===== src/rtl/midi_message_parser_if.sv =====
// Byte stream from the MIDI byte reader into the channel-voice parser.
interface midi_message_parser_if;
   logic       byte_valid;
   logic [7:0] byte_data;

   modport master (output byte_valid, output byte_data);
   modport slave  (input  byte_valid, input  byte_data);
endinterface


===== src/rtl/midi_message_parser.sv =====
// MIDI channel-voice parser: running status, channel mask, SysEx/real-time skipping,
// held-note map with incremental held-note count.
module midi_message_parser #(
   parameter logic [15:0] CHANNEL_MASK = 16'hFFFF,
   parameter logic [6:0]  MOD_CC       = 7'd1,
   parameter logic [6:0]  ALLOFF_CC    = 7'd123
) (
   input  logic                  clk,
   input  logic                  rst,
   midi_message_parser_if.slave  byte_if,
   output logic                  note_on_evt_o,
   output logic                  note_off_evt_o,
   output logic [3:0]            evt_channel_o,
   output logic [6:0]            evt_note_o,
   output logic [6:0]            evt_velocity_o,
   output logic [6:0]            mod_value_o,
   output logic [13:0]           pitch_bend_o,
   output logic                  all_off_evt_o,
   output logic [127:0]          note_map_o,
   output logic [7:0]            held_count_o
);

   typedef enum logic [1:0] {StNoStatus, StWaitD1, StWaitD2, StSysex} state_e;

   state_e       state_q, state_d;
   logic [7:0]   status_q, status_d;
   logic [6:0]   d1_q, d1_d;
   logic         complete;
   logic [6:0]   data;

   logic         note_on_q, note_on_d;
   logic         note_off_q, note_off_d;
   logic         all_off_q, all_off_d;
   logic [3:0]   channel_q, channel_d;
   logic [6:0]   note_q, note_d;
   logic [6:0]   velocity_q, velocity_d;
   logic [6:0]   mod_q, mod_d;
   logic [13:0]  bend_q, bend_d;
   logic [127:0] map_q, map_d;
   logic [7:0]   count_q, count_d;

   assign data = byte_if.byte_data[6:0];

   // Parser: real-time bytes (F8..FF) fall through without touching anything.
   always_comb begin
      state_d  = state_q;
      status_d = status_q;
      d1_d     = d1_q;
      complete = 1'b0;
      if (byte_if.byte_valid && byte_if.byte_data < 8'hF8) begin
         if (byte_if.byte_data[7]) begin
            if (byte_if.byte_data < 8'hF0) begin
               status_d = byte_if.byte_data;
               state_d  = StWaitD1;
            end else begin
               status_d = 8'h00;
               state_d  = (byte_if.byte_data == 8'hF0) ? StSysex : StNoStatus;
            end
         end else begin
            case (state_q)
               StWaitD1: begin
                  d1_d = data;
                  // Cx/Dx carry one data byte and have no output effect.
                  state_d = (status_q[7:5] == 3'b110) ? StWaitD1 : StWaitD2;
               end
               StWaitD2: begin
                  complete = 1'b1;
                  state_d  = StWaitD1;
               end
               default: ;
            endcase
         end
      end
   end

   always_comb begin
      note_on_d  = 1'b0;
      note_off_d = 1'b0;
      all_off_d  = 1'b0;
      channel_d  = channel_q;
      note_d     = note_q;
      velocity_d = velocity_q;
      mod_d      = mod_q;
      bend_d     = bend_q;
      map_d      = map_q;
      count_d    = count_q;
      if (complete && CHANNEL_MASK[status_q[3:0]]) begin
         case (status_q[7:4])
            4'h8, 4'h9: begin
               channel_d  = status_q[3:0];
               note_d     = d1_q;
               velocity_d = data;
               if (status_q[4] && data != 7'd0) begin
                  note_on_d   = 1'b1;
                  map_d[d1_q] = 1'b1;
                  if (!map_q[d1_q]) count_d = count_q + 8'd1;
               end else begin
                  note_off_d  = 1'b1;
                  map_d[d1_q] = 1'b0;
                  if (map_q[d1_q]) count_d = count_q - 8'd1;
               end
            end
            4'hB: begin
               if (d1_q == MOD_CC) mod_d = data;
               if (d1_q == ALLOFF_CC) begin
                  map_d     = '0;
                  count_d   = 8'd0;
                  all_off_d = 1'b1;
               end
            end
            4'hE: bend_d = {data, d1_q};
            default: ;
         endcase
      end
   end

   always_ff @(posedge clk or posedge rst) begin
      if (rst) begin
         state_q    <= StNoStatus;
         status_q   <= 8'h00;
         d1_q       <= 7'd0;
         note_on_q  <= 1'b0;
         note_off_q <= 1'b0;
         all_off_q  <= 1'b0;
         channel_q  <= 4'd0;
         note_q     <= 7'd0;
         velocity_q <= 7'd0;
         mod_q      <= 7'd0;
         bend_q     <= 14'h2000;
         map_q      <= '0;
         count_q    <= 8'd0;
      end else begin
         state_q    <= state_d;
         status_q   <= status_d;
         d1_q       <= d1_d;
         note_on_q  <= note_on_d;
         note_off_q <= note_off_d;
         all_off_q  <= all_off_d;
         channel_q  <= channel_d;
         note_q     <= note_d;
         velocity_q <= velocity_d;
         mod_q      <= mod_d;
         bend_q     <= bend_d;
         map_q      <= map_d;
         count_q    <= count_d;
      end
   end

   assign note_on_evt_o  = note_on_q;
   assign note_off_evt_o = note_off_q;
   assign all_off_evt_o  = all_off_q;
   assign evt_channel_o  = channel_q;
   assign evt_note_o     = note_q;
   assign evt_velocity_o = velocity_q;
   assign mod_value_o    = mod_q;
   assign pitch_bend_o   = bend_q;
   assign note_map_o     = map_q;
   assign held_count_o   = count_q;

endmodule


===== src/flat_wrapper.sv =====
// flat-port wrapper written by rule: the top's interface ports become plain ports
module midi_message_parser_flat 
#(
   parameter logic [15:0] CHANNEL_MASK = 16'hFFFF,
   parameter logic [6:0]  MOD_CC       = 7'd1,
   parameter logic [6:0]  ALLOFF_CC    = 7'd123
)
  (clk, rst, note_on_evt_o, note_off_evt_o, evt_channel_o, evt_note_o, evt_velocity_o, mod_value_o, pitch_bend_o, all_off_evt_o, note_map_o, held_count_o, byte_if_byte_valid, byte_if_byte_data);
  midi_message_parser_if byte_if_i ();
  input  logic clk;
  input  logic rst;
  output logic note_on_evt_o;
  output logic note_off_evt_o;
  output logic [3:0] evt_channel_o;
  output logic [6:0] evt_note_o;
  output logic [6:0] evt_velocity_o;
  output logic [6:0] mod_value_o;
  output logic [13:0] pitch_bend_o;
  output logic all_off_evt_o;
  output logic [127:0] note_map_o;
  output logic [7:0] held_count_o;
  input wire logic [$bits(byte_if_i.byte_valid)-1:0] byte_if_byte_valid;
  input wire logic [$bits(byte_if_i.byte_data)-1:0] byte_if_byte_data;
  assign byte_if_i.byte_valid = byte_if_byte_valid;
  assign byte_if_i.byte_data = byte_if_byte_data;
  midi_message_parser #(.CHANNEL_MASK(CHANNEL_MASK), .MOD_CC(MOD_CC), .ALLOFF_CC(ALLOFF_CC)) u_core (.clk(clk), .rst(rst), .byte_if(byte_if_i), .note_on_evt_o(note_on_evt_o), .note_off_evt_o(note_off_evt_o), .evt_channel_o(evt_channel_o), .evt_note_o(evt_note_o), .evt_velocity_o(evt_velocity_o), .mod_value_o(mod_value_o), .pitch_bend_o(pitch_bend_o), .all_off_evt_o(all_off_evt_o), .note_map_o(note_map_o), .held_count_o(held_count_o));
endmodule

===== config.mk =====
export PLATFORM = sky130hd
export DESIGN_NAME = midi_message_parser_flat
export DESIGN_NICKNAME = d
export VERILOG_FILES = /design/src/rtl/midi_message_parser_if.sv /design/src/rtl/midi_message_parser.sv /design/src/flat_wrapper.sv
export SDC_FILE = /design/constraint.sdc
export NUM_CORES = 1
export LEC_CHECK = 0
export ABC_AREA = 1
export CAP_MARGIN = 40
export CORE_MARGIN = 2
export CORE_UTILIZATION = 54
export DETAILED_ROUTE_END_ITERATION = 10
export GPL_ROUTABILITY_DRIVEN = 0
export PLACE_DENSITY = 0.93
export SETUP_SLACK_MARGIN = 0.15
export SLEW_MARGIN = 20
export SYNTH_ARGS = -nofsm -noshare
export SYNTH_HDL_FRONTEND = slang
export SYNTH_SLANG_ARGS = --single-unit

===== constraint.sdc =====
create_clock -name clk -period 8.7 [get_ports clk]
set_input_delay 2.61 -clock clk [delete_from_list [all_inputs] [get_ports clk]]
set_output_delay 2.61 -clock clk [all_outputs]
set_load 0.01 [all_outputs]

==> impl_summary.log <==
[metrics] Synth Register Bits: 195
[metrics] port bufs: 188
[metrics] Critical Path Fanout Max: 68
[metrics] net count after synthesis: 1544
[metrics] final-layout setup total negative slack: 0 ns
[metrics] final critical delay including setup and external delays: 5.766 ns
[metrics] core footprint: 20040 sq um
[metrics] worst-case register-to-register setup slack: 4.94 ns
[metrics] number of distinct library cells after synthesis: 31
[metrics] R2R cell count: 11
[metrics] CTS buffer count: 17
[metrics] unrepaired setup endpoints after global routing: no
[metrics] pwr/cell area: 260.1 nW/um^2
[metrics] area used by multi-input combinational logic: 4846 sq um
[metrics] Filler Cells Inserted: 1598
[metrics] CTS tree: yes
[metrics] clock buffer depth: 2
[metrics] endpoint type of the worst setup path: flop
[metrics] number of flops mapped to enable cells by yosys: 0
[metrics] via count of the first global-routing pass: 11140
[metrics] Worst EP arrival: 6.13 ns
[metrics] worst min-delay path startpoint: u_core.evt_channel_o[3]$_DFFE_PP0P_
[metrics] type of the setup path with the least slack: primary input to flop
[metrics] post-placement cell count: 1889
[metrics] synthesized area per cell: 7.167 sq um
[metrics] Setup-failing EPs final: 0
[metrics] portion of synthesized cell area occupied by the leading cell type: 44.39%
[metrics] simple-gate share of the synthesized area: 27.38%
[metrics] Core Rows: 52
[metrics] count of yosys warnings during synthesis: 0
[metrics] main combinational cell family by area after synthesis: simple AND/OR/NAND/NOR gates
[metrics] cts repair resizes: 0
[metrics] count of unresolved DRC violations after routing: 0
[metrics] Pre-antenna DRT Iters: 10
[metrics] launch point of the worst path: byte_if_byte_data[4]
[metrics] Routed Antenna Nets: 0
[metrics] Crit Reg-Reg Endpoint: u_core.note_map_o[34]$_DFFE_PP0P_
[metrics] global-route wire length before repair: 56.94 mm
[metrics] Area contributors post-synth: dfrtp_1 44%, nand3_1 15%, a21oi_1 12%
[metrics] library cell with the largest summed area after synthesis: dfrtp_1
[metrics] Post-synth ARST share: 100.0%
[metrics] register area: 4882 sq um
[metrics] destination of the worst hold path: u_core.evt_channel_o[3]$_DFFE_PP0P_
[metrics] clock transition time at the flip-flop clock pins of the worst setup and hold paths: 0.08 ns
[metrics] slew at the pin closest to its max-slew limit: 0.8234 ns
[metrics] number of hold violations in the final report: 0
[metrics] filler-free cell count of the finished design: 1936
[metrics] post-detail-place hpwl: 22.59 mm
[metrics] maximum number of pins on one net before global-route repair: 77
[metrics] Max IR drop VDD: 0.1558 mV
[metrics] RR Startpoint: u_core.status_q[6]$_DFFE_PP0P_
[metrics] CTS Hold Bufs: 0
[metrics] overflow left after global routing: 0
[metrics] critical path required time: 9.07 ns
[metrics] detailed-route vias per instance: 6.089
[metrics] prevailing post-synth register cell: dfrtp_1
[metrics] Synth Area in XOR/XNOR: 0.08008%
[metrics] setup fix buffers added after clock tree synthesis: 0
[metrics] HP Class: flop to flop
[metrics] boundary pin count: 189
[metrics] share of cell area taken by muxes after synthesis: 0%
[metrics] Total Die Area: 21410 sq um
[metrics] netlist area before placement: 10940 sq um
[metrics] Slew Limit Headroom: 45.04%
[metrics] sequential cell area fraction in the yosys report: 44.63%
[metrics] number of inserted diodes: 0
[metrics] Vert. Die Dim: 146.3 um
[metrics] count of routing violations after the opening detailed-route iteration: 2041
[metrics] number of nets in the finished design: 1671
[metrics] wirelength, routed: 36.02 mm
[metrics] GRT Overall Usage: 33.05%
[metrics] clock tree skew after final layout: 0.01069 ns
[metrics] Slew Viols, Final: 0
[metrics] number of max-capacitance violations reported: 0
[metrics] number of vias in the routed layout: 11790
[metrics] effective utilization at floorplan: 54.58%
[metrics] final worst path period share: 66.28%
[metrics] clock network latency to the later pin of the worst-skew pair: 0.45 ns
[metrics] maximum clock rate: 173.4 MHz
[metrics] master cell of the clock root buffer: clkbuf_16
[metrics] growth of design area from synthesis to finish: 25.16%
[metrics] adder-cell area share of the yosys netlist: 0.8695%
[metrics] worst hold margin: 0.4960 ns
[metrics] initial antenna violation count: 0
[metrics] number of instances in the synthesized netlist: 1526
[metrics] clock sink count: 195
[metrics] leakage component of the power: 0.005959 uW
[metrics] width of the die: 146.3 um
[metrics] nature of the critical path startpoint: primary input
[metrics] Hold Path Depth: 2
[metrics] total power of the final layout: 3561 uW
[metrics] result of the run: complete, no violations
[metrics] share of cells above drive strength 1: 6.483%
[metrics] mean routed wirelength per cell: 18.60 um
[metrics] post-synthesis compound-gate area fraction: 15.71%
[metrics] number of H-tree levels: 4
[power by group]
part | internal (uW) | switching, uW | total [uW]
clock | 391 | 418 | 809
sequential | 1050 | 120 | 1170
combinational | 539 | 1040 | 1580
total | 1980 | 1580 | 3560
[how the worst max path moves through the flow]
stage | end | slack (ns) | cells past startpoint
floorplan | u_core.all_off_evt_o$_DFF_PP0_ | 0.78 | 1
global placement | u_core.note_map_o[123]$_DFFE_PP0P_ | 2.69 | 14
detailed placement | u_core.note_map_o[30]$_DFFE_PP0P_ | 2.61 | 14
CTS | u_core.note_map_o[30]$_DFFE_PP0P_ | 3.02 | 14
global route | u_core.note_map_o[15]$_DFFE_PP0P_ | 2.58 | 14
finish | u_core.note_map_o[101]$_DFFE_PP0P_ | 2.93 | 13
[area by class of cell]
type,instances,share of cell area [%]
inverter,189,5.256
tap,270,2.468
multi-input combinational,1020,35.40
timing repair buffer,230,16.82
clock buffer,17,3.108
sequential,195,35.67
clock inverter,15,1.280
[logic make-up (layout without fill, tap and decap cells)]
kind of cell / Yosys count / count (layout)
AND/OR/NAND/NOR: 675 / 675
buffers and inverters: 311 / 451
flip-flops: 195 / 195
adder cells (fa/ha/maj): 7 / 7
XOR/XNOR: 1 / 1
AO/OA/AOI/OAI: 337 / 337
[state kept, by name, summed over array words and instances (netlist names)]
| name | cells |
|---|---|
| u_core.d1_q | 7 |
| u_core.held_count_o | 8 |
| u_core.evt_note_o | 7 |
| u_core.note_map_o | 128 |
| u_core.pitch_bend_o | 14 |
| u_core.note_off_evt_o | 1 |
| u_core.status_q | 8 |
| u_core.all_off_evt_o | 1 |
| u_core.mod_value_o | 7 |
| u_core.state_q | 2 |
| u_core.evt_channel_o | 4 |
| u_core.note_on_evt_o | 1 |
| u_core.evt_velocity_o | 7 |
[cell usage after synthesis, types with 4 or more instances]
cell / n
nand3_1: 320
a21oi_1: 255
nand2_1: 252
dfrtp_1: 194
inv_1: 177
clkbuf_1: 83
nor2_1: 83
o21ai_0: 64
buf_2: 28
inv_2: 12
buf_4: 10
ha_1: 6
o22ai_1: 6
nand4_1: 5
o211ai_1: 5
or2_2: 5
nor3_1: 4
[through the flow]
stage,worst slack (ns),instance area (sq um),util [%]
final,2.934,13690,68.31
after global routing,2.578,13690,68.31
after CTS,3.016,13540,67.56
after detailed placement,2.613,12940,64.57
after global placement,2.685,12790,63.85
after floorplan,0.7794,10940,-
[layout by cell type, fill, tap and decap left out, types with 6 or more instances in the layout]
cell,n
nand3_1,320
a21oi_1,255
nand2_1,252
dfrtp_1,193
clkdlybuf4s50_1,188
inv_1,175
nor2_1,75
o21ai_0,64
buf_4,33
clkbuf_16,17
inv_2,11
nor2_2,9
inv_8,8
o22ai_1,6
ha_1,6
[worst max-delay path: stages]
cell and delay (ns):
clkdlybuf4s50_1 0.47, inv_1 0.11, nor4_1 0.59, nand2_1 0.10
nand2_1 0.17, inv_2 0.05, nand2_1 0.18, nor2_1 0.15
nor2_4 0.11, buf_4 0.54, buf_4 0.71, a21oi_1 0.10
a21oi_1 0.17
[routing by layer]
| metal | global-route usage, % | part of all wire (%) | vias up |
|---|---|---|---|
| met5 | 0 | 0 | - |
| met4 | 15.87 | 4.7 | 0 |
| met3 | 7.062 | 12 | 169 |
| met2 | 52.85 | 46 | 908 |
| met1 | 43.17 | 37 | 5436 |
| li1 | - | - | 5276 |
Note: power is estimated with default switching activity, not from simulation.
